<file path="src/rtl/orv64_clk_gate_ctrl_if.sv">
// Bundle between the core top and the per-domain clock-gating controller.
// The master side is the core top, which drives configuration and domain activity.
// The slave side is the controller, which returns the gating enables and status.
interface orv64_clk_gate_ctrl_if #(
  parameter int NUM_DOM = 4,
  parameter int THR_W   = 8
);
  logic               cfg_gate_en;
  logic [THR_W-1:0]   cfg_idle_thr;
  logic [NUM_DOM-1:0] dom_busy;
  logic [NUM_DOM-1:0] dom_wake;
  logic [NUM_DOM-1:0] dom_force_on;
  logic [NUM_DOM-1:0] clk_en;
  logic [NUM_DOM-1:0] dom_rdy;
  logic [NUM_DOM-1:0] dom_gated;

  modport master (
    output cfg_gate_en, cfg_idle_thr, dom_busy, dom_wake, dom_force_on,
    input  clk_en, dom_rdy, dom_gated
  );

  modport slave (
    input  cfg_gate_en, cfg_idle_thr, dom_busy, dom_wake, dom_force_on,
    output clk_en, dom_rdy, dom_gated
  );
endinterface

</file>
<file path="src/rtl/orv64_clk_gate_ctrl.sv">
// Per-domain clock-gating controller for the orv64 core.
// Each domain runs its own FSM. A domain is gated after a programmable run of
// idle cycles. It re-enables on demand and reports ready after a fixed settle
// window.
//
//   state | meaning
//   ------+-------------------------------------------------------------
//   RUN   | domain clocked and ready; counting consecutive idle cycles
//   GATED | clk_en low; waiting for any reason to run again
//   WAKE  | clk_en high, settling for WAKE_CYCLES before dom_rdy rises
module orv64_clk_gate_ctrl #(
  parameter int NUM_DOM     = 4,
  parameter int THR_W       = 8,
  parameter int WAKE_CYCLES = 2
) (
  input  logic                  clk,
  input  logic                  rst,
  orv64_clk_gate_ctrl_if.slave  bus
);

  // Wide enough to count from 0 up to WAKE_CYCLES-1; never narrower than 1 bit.
  localparam int WCW = (WAKE_CYCLES > 1) ? $clog2(WAKE_CYCLES) : 1;

  typedef enum logic [1:0] {
    ST_RUN   = 2'd0,
    ST_GATED = 2'd1,
    ST_WAKE  = 2'd2
  } state_t;

  for (genvar d = 0; d < NUM_DOM; d++) begin : g_dom
    state_t           state_q, state_d;
    logic [THR_W-1:0] idle_q, idle_d;
    logic [WCW-1:0]   wake_q, wake_d;
    logic             en_q, rdy_q, gated_q;
    logic             idle;

    // A domain counts as idle only when nothing needs it and gating is allowed.
    always_comb begin
      idle = !bus.dom_busy[d] && !bus.dom_wake[d] && !bus.dom_force_on[d] &&
             bus.cfg_gate_en && (bus.cfg_idle_thr != '0);
    end

    // Next-state and counter update. The GATED exit condition is simply !idle.
    always_comb begin
      state_d = state_q;
      idle_d  = idle_q;
      wake_d  = wake_q;
      case (state_q)
        ST_RUN: begin
          if (!idle) begin
            idle_d = '0;
          end else if (idle_q == bus.cfg_idle_thr - THR_W'(1)) begin
            state_d = ST_GATED;
            idle_d  = '0;
          end else begin
            // Wraps modulo 2^THR_W if the threshold was lowered below the count.
            idle_d = idle_q + THR_W'(1);
          end
        end
        ST_GATED: begin
          if (!idle) begin
            state_d = ST_WAKE;
            wake_d  = '0;
          end
        end
        ST_WAKE: begin
          // Settle window is fixed; inputs are ignored until it completes.
          wake_d = wake_q + WCW'(1);
          if (wake_q == WCW'(WAKE_CYCLES - 1)) begin
            state_d = ST_RUN;
            wake_d  = '0;
          end
        end
        default: begin
          state_d = ST_RUN;
          idle_d  = '0;
          wake_d  = '0;
        end
      endcase
    end

    // State, counters and outputs. The outputs are registered and decoded from the next state.
    always_ff @(posedge clk or posedge rst) begin
      if (rst) begin
        state_q <= ST_RUN;
        idle_q  <= '0;
        wake_q  <= '0;
        en_q    <= 1'b1;
        rdy_q   <= 1'b1;
        gated_q <= 1'b0;
      end else begin
        state_q <= state_d;
        idle_q  <= idle_d;
        wake_q  <= wake_d;
        en_q    <= (state_d != ST_GATED);
        rdy_q   <= (state_d == ST_RUN);
        gated_q <= (state_d == ST_GATED);
      end
    end

    assign bus.clk_en[d]    = en_q;
    assign bus.dom_rdy[d]   = rdy_q;
    assign bus.dom_gated[d] = gated_q;
  end

endmodule

</file>
<file path="src/flat_wrapper.sv">
// flat-port wrapper written by rule: the top's interface ports become plain ports
module orv64_clk_gate_ctrl_flat 
#(
  parameter int NUM_DOM     = 4,
  parameter int THR_W       = 8,
  parameter int WAKE_CYCLES = 2
)
  (clk, rst, bus_cfg_gate_en, bus_cfg_idle_thr, bus_dom_busy, bus_dom_wake, bus_dom_force_on, bus_clk_en, bus_dom_rdy, bus_dom_gated);
  orv64_clk_gate_ctrl_if #(.NUM_DOM(NUM_DOM), .THR_W(THR_W)) bus_i ();
  input  logic clk;
  input  logic rst;
  input wire logic [$bits(bus_i.cfg_gate_en)-1:0] bus_cfg_gate_en;
  input wire logic [$bits(bus_i.cfg_idle_thr)-1:0] bus_cfg_idle_thr;
  input wire logic [$bits(bus_i.dom_busy)-1:0] bus_dom_busy;
  input wire logic [$bits(bus_i.dom_wake)-1:0] bus_dom_wake;
  input wire logic [$bits(bus_i.dom_force_on)-1:0] bus_dom_force_on;
  output wire logic [$bits(bus_i.clk_en)-1:0] bus_clk_en;
  output wire logic [$bits(bus_i.dom_rdy)-1:0] bus_dom_rdy;
  output wire logic [$bits(bus_i.dom_gated)-1:0] bus_dom_gated;
  assign bus_i.cfg_gate_en = bus_cfg_gate_en;
  assign bus_i.cfg_idle_thr = bus_cfg_idle_thr;
  assign bus_i.dom_busy = bus_dom_busy;
  assign bus_i.dom_wake = bus_dom_wake;
  assign bus_i.dom_force_on = bus_dom_force_on;
  assign bus_clk_en = bus_i.clk_en;
  assign bus_dom_rdy = bus_i.dom_rdy;
  assign bus_dom_gated = bus_i.dom_gated;
  orv64_clk_gate_ctrl #(.NUM_DOM(NUM_DOM), .THR_W(THR_W), .WAKE_CYCLES(WAKE_CYCLES)) u_core (.clk(clk), .rst(rst), .bus(bus_i));
endmodule
</file>
<file path="config.mk">
export PLATFORM = sky130hd
export DESIGN_NAME = orv64_clk_gate_ctrl_flat
export DESIGN_NICKNAME = d
export VERILOG_FILES = /design/src/rtl/orv64_clk_gate_ctrl_if.sv /design/src/rtl/orv64_clk_gate_ctrl.sv /design/src/flat_wrapper.sv
export SDC_FILE = /design/constraint.sdc
export NUM_CORES = 1
export LEC_CHECK = 0
export CAP_MARGIN = 10
export CORE_UTILIZATION = 35
export DETAILED_ROUTE_END_ITERATION = 8
export GPL_TIMING_DRIVEN = 0
export HOLD_SLACK_MARGIN = 0.03
export SYNTH_ARGS = -nofsm -noshare
export SYNTH_HDL_FRONTEND = slang
export SYNTH_SLANG_ARGS = --single-unit
</file>
<file path="constraint.sdc">
create_clock -name clk -period 2.89 [get_ports clk]
set_input_delay 0.578 -clock clk [delete_from_list [all_inputs] [get_ports clk]]
set_output_delay 0.578 -clock clk [all_outputs]
set_load 0.03 [all_outputs]
</file>
==> run summary, run 1 <==
Standby leakage power -> 0.002075 uW
Synth area leader -> sky130_fd_sc_hd__dfrtp_1
Peak ir drop on the vdd network -> 0.0002154 V
Synthesized Nets -> 506
Routed wire length per instance -> 14.22 um
Number of antenna violations at the first check in global routing -> 0
Sequential fraction of the synthesis area -> 32.92%
Router iterations before antenna repair -> 4
Cell area reported after detailed placement -> 4796 sq um
CTS root buf -> sky130_fd_sc_hd__clkbuf_16
Mapped cell area -> 4287 sq um
Max-slew violation count -> 0
Depth of the worst register-to-register path -> 8
Total internal power -> 1562 uW
Diode count -> 0
Pin count of the biggest net entering global routing -> 34
Cell count after synthesis -> 461
Number of enable flip-flop cells after synthesis -> 0
Number of clock sinks seen by CTS -> 56
Minimum clock period -> 2.798 ns
Antenna-violating nets left -> 0
Element type at the critical path end -> flop
Vert. Die Dim -> 112.7 um
Number of setup violations in the final report -> 0
Top cells by area in the synthesized netlist -> sky130_fd_sc_hd__dfrtp_1 (28%), sky130_fd_sc_hd__ha_1 (6.4%), sky130_fd_sc_hd__dfstp_2 (4.9%), sky130_fd_sc_hd__xnor3_1 (4.7%), sky130_fd_sc_hd__nand2_1 (4.0%)
Setup CP Type -> in -> reg
GRT Total Usage -> 15.78%
Final worst-path cycle share -> 96.81%
Fraction of final layout cells sized beyond drive strength 1 -> 16.70%
Final clock skew -> 0.008271 ns
Number of top-level pins -> 35
Detailed Route Iter0 Violations -> 133
Maximum buffer depth of the clock tree -> 2
Power spent charging and discharging nets -> 784.4 uW
TritonCTS clock tree -> built
Finished layout cell area -> 5095 sq um
Sw frac -> 33.43%
Highest achievable clock rate -> 357.4 MHz
Insertion delay of the later-clocked pin in the worst-skew pair -> 0.30 ns
Wire length of the first global-routing pass -> 16340 um
Hold path depth -> 1
H-tree lvl count -> 2
Required @ worst endpoint -> 3.11 ns
Number of hold buffers added after CTS -> 0
Worst hold-check slack -> 0.5116 ns
Via total after detailed routing -> 3518
Placed instance count -> 639
Count of state elements after synthesis -> 56
Power density over the cells -> 460.5 nW/um^2
Port bufs -> 30
Share of the core filled with cells in the final layout -> 42.59%
Critical path fanouts, max -> 7
Die Outline Area -> 12690 sq um
Hold WC Path Type -> reg -> reg
Area growth from synthesis to final layout -> 18.86%
Area of the core -> 11960 sq um
CTS clk-pin slew, worst paths -> 0.07 ns
Run status -> finished, final reports clean
Unrepaired setup endpoints after global routing -> true
Clock buffers created by TritonCTS -> 5
Die Span X -> 112.7 um
Non-filler cells in the finished layout -> 656
Detailed placement HPWL -> 7027 um
Remaining Overflow, GRT -> 0
Drt total wl -> 9329 um
Row count -> 40
NumNets Final -> 553
Initial Util -> 35.84%
Endpoint arrival time on the critical path -> 3.02 ns
R2R Setup Slk -> 0.59 ns
Routability congestion estimate -> 0.8859
Power share of the clock group -> 27.1%
Final TNS setup -> 0 ns
Post-route DRC violation count -> 0
Share of flip-flops with an asynchronous set or reset -> 100.0%
Count of different cell masters after synthesis -> 76
Final Hold Fails -> 0
CP Launch Type -> primary input
Average cell area after synthesis -> 9.299 sq um
Fraction of power consumed by combinational cells -> 34.3%
Worst slew pin tran -> 0.7375 ns
Sequential share of power -> 38.6%
Max-cap viol count -> 0
Yosys top cell area share -> 28.02%
Most common flop cell mapped by yosys -> sky130_fd_sc_hd__dfrtp_1
Count of synthesis-stage warnings from yosys -> 0
Vias in the first global route -> 3429
Worst rel slew slack -> 50.76%
Via density -> 5.363
-- layout by cell type, fill, tap and decap left out, drive strengths merged, types with 4 or more instances in the layout --
| master | count |
|---|---|
| a211oi | 6 |
| a21o | 9 |
| a21oi | 25 |
| and2 | 7 |
| and3 | 4 |
| buf | 28 |
| clkbuf | 20 |
| clkdlybuf4s50 | 27 |
| dfrtp | 48 |
| dfstp | 8 |
| ha | 22 |
| inv | 20 |
| mux2 | 5 |
| nand2 | 46 |
| nand2b | 10 |
| nand3 | 16 |
| nand4 | 7 |
| nor2 | 25 |
| nor2b | 6 |
| nor3 | 15 |
| nor3b | 4 |
| o2111ai | 4 |
| o211ai | 11 |
| o21ai | 22 |
| o41ai | 4 |
| or2 | 8 |
| or3 | 9 |
| xnor2 | 18 |
| xnor3 | 10 |
| xor2 | 12 |
-- cells in the mapped netlist, types with 11 or more instances --
cell                       instances
sky130_fd_sc_hd__xnor2_1          18
sky130_fd_sc_hd__o211ai_1         11
sky130_fd_sc_hd__nand3_1          16
sky130_fd_sc_hd__o21ai_0          19
sky130_fd_sc_hd__clkbuf_1         12
sky130_fd_sc_hd__dfrtp_1          48
sky130_fd_sc_hd__inv_1            20
sky130_fd_sc_hd__ha_1             22
sky130_fd_sc_hd__nand2_1          46
sky130_fd_sc_hd__xor2_1           12
sky130_fd_sc_hd__nor3_1           14
sky130_fd_sc_hd__buf_4            13
sky130_fd_sc_hd__a21oi_1          23
sky130_fd_sc_hd__nor2_1           25
-- flip-flops by register name, summed over array words and instances (netlist names) --
signal                cells
u_core.g_dom.wake_q       4
u_core.g_dom.gated_q      4
u_core.g_dom.en_q         4
u_core.g_dom.state_q      8
u_core.g_dom.rdy_q        4
u_core.g_dom.idle_q      32
-- logic make-up (layout without fill, tap and decap cells) --
family	after synthesis	in the layout	share of synthesized area, %
flip-flops	56	56	32.92
multiplexers	8	8	2.014
XOR/XNOR	40	40	11.47
adder cells (fa/ha/maj)	22	22	6.421
AO/OA/AOI/OAI	112	112	19.09
buffers and inverters	52	100	6.129
AND/OR/NAND/NOR	171	171	21.95
-- final timing paths --
| path | startpoint | to |
|---|---|---|
| max | bus_cfg_idle_thr[2] | u_core.g_dom[1].en_q |
| min | u_core.g_dom[2].wake_q | u_core.g_dom[2].wake_q |
| max reg2reg | u_core.g_dom[3].idle_q[3] | u_core.g_dom[3].idle_q[3] |
| min reg2reg | u_core.g_dom[2].wake_q | u_core.g_dom[2].wake_q |
| max in group asynchronous | rst | u_core.g_dom[0].rdy_q |
| min in group asynchronous | rst | u_core.g_dom[1].wake_q |
-- stage by stage --
stage / total power, uW / worst slack [ns]
after CTS: 2372 / 0.08210
after global routing: 2505 / -0.01611
after detailed placement: 1706 / -0.8914
after floorplan: 1501 / 0.02757
after global placement: 1682 / -0.8447
final: 2346 / 0.09233
-- worst max-delay path: stages --
cell,delay [ns]
sky130_fd_sc_hd__dlygate4sd2_1,0.38
sky130_fd_sc_hd__or4_2,0.69
sky130_fd_sc_hd__buf_2,0.21
sky130_fd_sc_hd__nor2_4,0.18
sky130_fd_sc_hd__xnor2_1,0.18
sky130_fd_sc_hd__o21ai_2,0.11
sky130_fd_sc_hd__or3_1,0.40
sky130_fd_sc_hd__a211o_1,0.30
-- power by group through the flow --
| stage | combinational [uW] | sequential [uW] | clock, uW |
|---|---|---|---|
| 6_report | 805 | 906 | 635 |
| 5_1_grt | 903 | 915 | 687 |
| 4_1_cts | 804 | 906 | 662 |
| 3_5_place_dp | 785 | 922 | 0 |
| 3_3_place_gp | 763 | 919 | 0 |
| 2_1_floorplan | 593 | 908 | 0 |
-- what timing repair did --
action,CTS,global route
setup buffers,9,0
resized for setup,13,5
pin swaps,4,0
setup endpoints to repair,51,16
-- metal layers --
metal / global-route usage [%] / share of wire (%) / vias up
met1: 20.67 / 48 / 1694
met2: 26.95 / 47 / 66
met3: 3.348 / 4.0 / 10
li1: - / - / 1748
met4: 2.844 / 0.85 / 0
met5: 0 / 0 / -
-- area by class of cell --
| type | count | area [sq um] |
|---|---|---|
| plain buffers | 31 | 188.9 |
| clock buffers | 7 | 142.6 |
| clock inverters | 1 | 7.507 |
| fillers | 1164 | 6867 |
| inverters | 21 | 78.83 |
| multi-input cells | 353 | 2698 |
| flip-flops and latches | 56 | 1411 |
| well taps | 147 | 183.9 |
| repair buffers | 40 | 384.1 |
Note: power is estimated with default switching activity, not from simulation.
==> run 2, diff against run 1 <==
--- a/config.mk
+++ b/config.mk
@@ -10,6 +10,8 @@
 export DETAILED_ROUTE_END_ITERATION = 8
 export GPL_TIMING_DRIVEN = 0
 export HOLD_SLACK_MARGIN = 0.03
+export PLACE_DENSITY = 0.52
+export SLEW_MARGIN = 20
 export SYNTH_ARGS = -nofsm -noshare
 export SYNTH_HDL_FRONTEND = slang
 export SYNTH_SLANG_ARGS = --single-unit
==> run 2 against run 1 <==
Fmax is 0.60% higher; largest cell class unchanged; highest routed layer unchanged; clock power is 3% higher; sequential power hardly changed; largest power group unchanged; first-iteration DRC count is 9.0% lower; die area stayed put.
==> run summary, run 2 (synthesis results as in run 1) <==
Worst rel slew slack -> 56.55% (+5.8 points)
Endpoint arrival time on the critical path -> 3.02 ns (about the same)
Max-cap viol count -> 0 (unchanged)
Unrepaired setup endpoints after global routing -> false
Startpoint of the worst register-to-register path -> u_core.g_dom[3].idle_q[3]
Maximum buffer depth of the clock tree -> 2 (unchanged)
Hold WC Path Type -> reg -> reg
Highest achievable clock rate -> 359.6 MHz (+0.60%)
Run status -> finished, final reports clean
Pin count of the biggest net entering global routing -> 49 (+44%)
Area of the core -> 11960 sq um (unchanged)
CTS root buf -> sky130_fd_sc_hd__clkbuf_16
Remaining Overflow, GRT -> 0 (unchanged)
Router iterations before antenna repair -> 4 (unchanged)
Row count -> 40 (unchanged)
TritonCTS clock tree -> built
Via density -> 5.402 (+0.74%)
Min setup slack post-route -> 0.1090 ns (+0.01664 ns)
Port bufs -> 30 (unchanged)
Number of antenna violations at the first check in global routing -> 0 (unchanged)
Final clock skew -> 0.004676 ns (-0.003595 ns)
CP Launch Type -> primary input
Worst hold-check slack -> 0.5129 ns (+0.001347 ns)
NumNets Final -> 553 (unchanged)
Worst slew pin tran -> 0.6468 ns (-0.09072 ns)
Post-Place Worst Slack -> -0.8945 ns (-0.003110 ns)
Number of clock sinks seen by CTS -> 56 (unchanged)
Die Span X -> 112.7 um (unchanged)
Number of flip-flops in the largest register -> 32 (unchanged)
CTS clk-pin slew, worst paths -> 0.08 ns (about the same)
Commonest non-fill, non-tap cells in the layout -> sky130_fd_sc_hd__dfrtp_1 (48), sky130_fd_sc_hd__nand2_1 (46), sky130_fd_sc_hd__clkdlybuf4s50_1 (27)
Depth of the worst register-to-register path -> 8 (unchanged)
Drt total wl -> 9690 um (+3.9%)
Routability congestion estimate -> 0.8382 (-5.4%)
Via total after detailed routing -> 3544 (+0.74%)
Share of the core filled with cells in the final layout -> 42.75% (+0.16 points)
Initial Util -> 35.84% (unchanged)
Most common cell after layout, fill and taps aside -> sky130_fd_sc_hd__dfrtp_1
Worst Hold End -> u_core.g_dom[3].wake_q
Detailed Route Iter0 Violations -> 121 (-9.0%)
Total power draw -> 2363 uW (+0.69%)
Clock buffers created by TritonCTS -> 5 (unchanged)
Final Hold Fails -> 0 (unchanged)
Post-route DRC violation count -> 0 (unchanged)
Number of top-level pins -> 35 (unchanged)
R2R Setup Slk -> 0.59 ns (about the same)
Max-slew violation count -> 0 (unchanged)
Vias in the first global route -> 3413 (-0.47%)
Sequential Area -> 1411 sq um (unchanged)
Wire length of the first global-routing pass -> 16590 um (+1.6%)
Setup CP Type -> in -> reg
Registers with the highest flip-flop counts -> u_core.g_dom.idle_q (32), u_core.g_dom.state_q (8)
Multi-input gate area -> 2709 sq um (+0.42%)
Element type at the critical path end -> flop
Diode count -> 0 (unchanged)
Minimum clock period -> 2.781 ns (-0.01664 ns)
Insertion delay of the later-clocked pin in the worst-skew pair -> 0.31 ns (about the same)
GRT Total Usage -> 16.42% (+0.65 points)
Standby leakage power -> 0.002074 uW (about the same)
Routed wire length per instance -> 14.77 um (+3.9%)
Number of setup violations in the final report -> 0 (unchanged)
Critical path fanouts, max -> 9 (+2)
Peak ir drop on the vdd network -> 0.0002636 V (+22%)
Vert. Die Dim -> 112.7 um (unchanged)
Required @ worst endpoint -> 3.13 ns (+0.02 ns)
# fillers -> 1182 (+1.5%)
Die Outline Area -> 12690 sq um (unchanged)
Reg with most FFs -> u_core.g_dom.idle_q
Hold path depth -> 1 (unchanged)
Start point of the worst min-delay path -> u_core.g_dom[3].wake_q
Power density over the cells -> 462.0 nW/um^2 (+0.33%)
Fraction of final layout cells sized beyond drive strength 1 -> 17.29% (+0.59 points)
Detailed placement HPWL -> 7013 um (-0.19%)
Area growth from synthesis to final layout -> 19.29%
Critical R2R Capture -> u_core.g_dom[3].idle_q[3]
Final worst-path cycle share -> 96.23% (-0.58 points)
H-tree lvl count -> 2 (unchanged)
Antenna-violating nets left -> 0 (unchanged)
## run 2: changes by cell type in the layout (fill, tap and decap cells not counted), sizes merged
cell,change
buf,+1
clkbuf,-2
clkdlybuf4s15,+1
clkinvlp,+1
nor4,+1
dlygate4sd2,-2
## run 2: layer usage
metal  share of wire (%)  global-route usage, %  wire length [um]  up-vias
li1                    -                      -                 -     1755
met2                  48                  27.16              4613       75
met4                 1.4                  5.422               133        0
met3                 3.6                  2.700               353       10
met1                  47                  21.81              4590     1704
met5                   0                      0                 0        -
## run 2: worst max path at each step
stage / to / slack [ns] / from
global route: u_core.g_dom[1].en_q / 0.02 / bus_cfg_idle_thr[3]
global placement: u_core.g_dom[3].idle_q[3] / -0.89 / bus_cfg_idle_thr[1]
CTS: u_core.g_dom[0].idle_q[5] / 0.04 / bus_cfg_idle_thr[6]
floorplan: u_core.g_dom[1].en_q / 0.03 / bus_cfg_idle_thr[0]
detailed placement: u_core.g_dom[1].idle_q[6] / -0.89 / bus_cfg_idle_thr[1]
finish: u_core.g_dom[1].en_q / 0.11 / bus_cfg_idle_thr[3]
## run 2: what timing repair did
item,in CTS,in global routing
setup endpoints to repair,49,15
pin swaps,3,0
cloned,1,0
buffers inserted,9,0
resized for setup,17,6
hold buffers,0,0
## run 2: worst max-delay path, cell delays in order
cell and delay, ns:
sky130_fd_sc_hd__dlygate4sd2_1 0.30, sky130_fd_sc_hd__or4_2 0.66, sky130_fd_sc_hd__buf_2 0.21, sky130_fd_sc_hd__nor2_4 0.18
sky130_fd_sc_hd__xnor2_1 0.21, sky130_fd_sc_hd__o21ai_4 0.15, sky130_fd_sc_hd__or3_1 0.42, sky130_fd_sc_hd__a211o_1 0.30
## run 2: where the power goes
part	switching [uW]	total [uW]	internal, uW
logic	448	803	354
registers	45.9	905	859
clock network	309	655	346
total	803	2360	1560
## run 2: stage by stage
step	instance area [sq um]	instances	TNS, ns
after global placement	4776	638	-50.00
after detailed placement	4806	639	-32.63
after global routing	5114	656	0
after CTS	5109	657	0
final	5114	656	0
after floorplan	4292	461	0
## run 2: layout make-up
class                           count  share of cell area [%]
Buffer                             30                   3.621
Clock buffer                        6                   2.716
Clock inverter                      2                  0.2936
Inverter                           21                   1.590
Multi-Input combinational cell    354                   52.97
Sequential cell                    56                   27.60
Tap cell                          147                   3.597
Timing Repair Buffer               40                   7.609
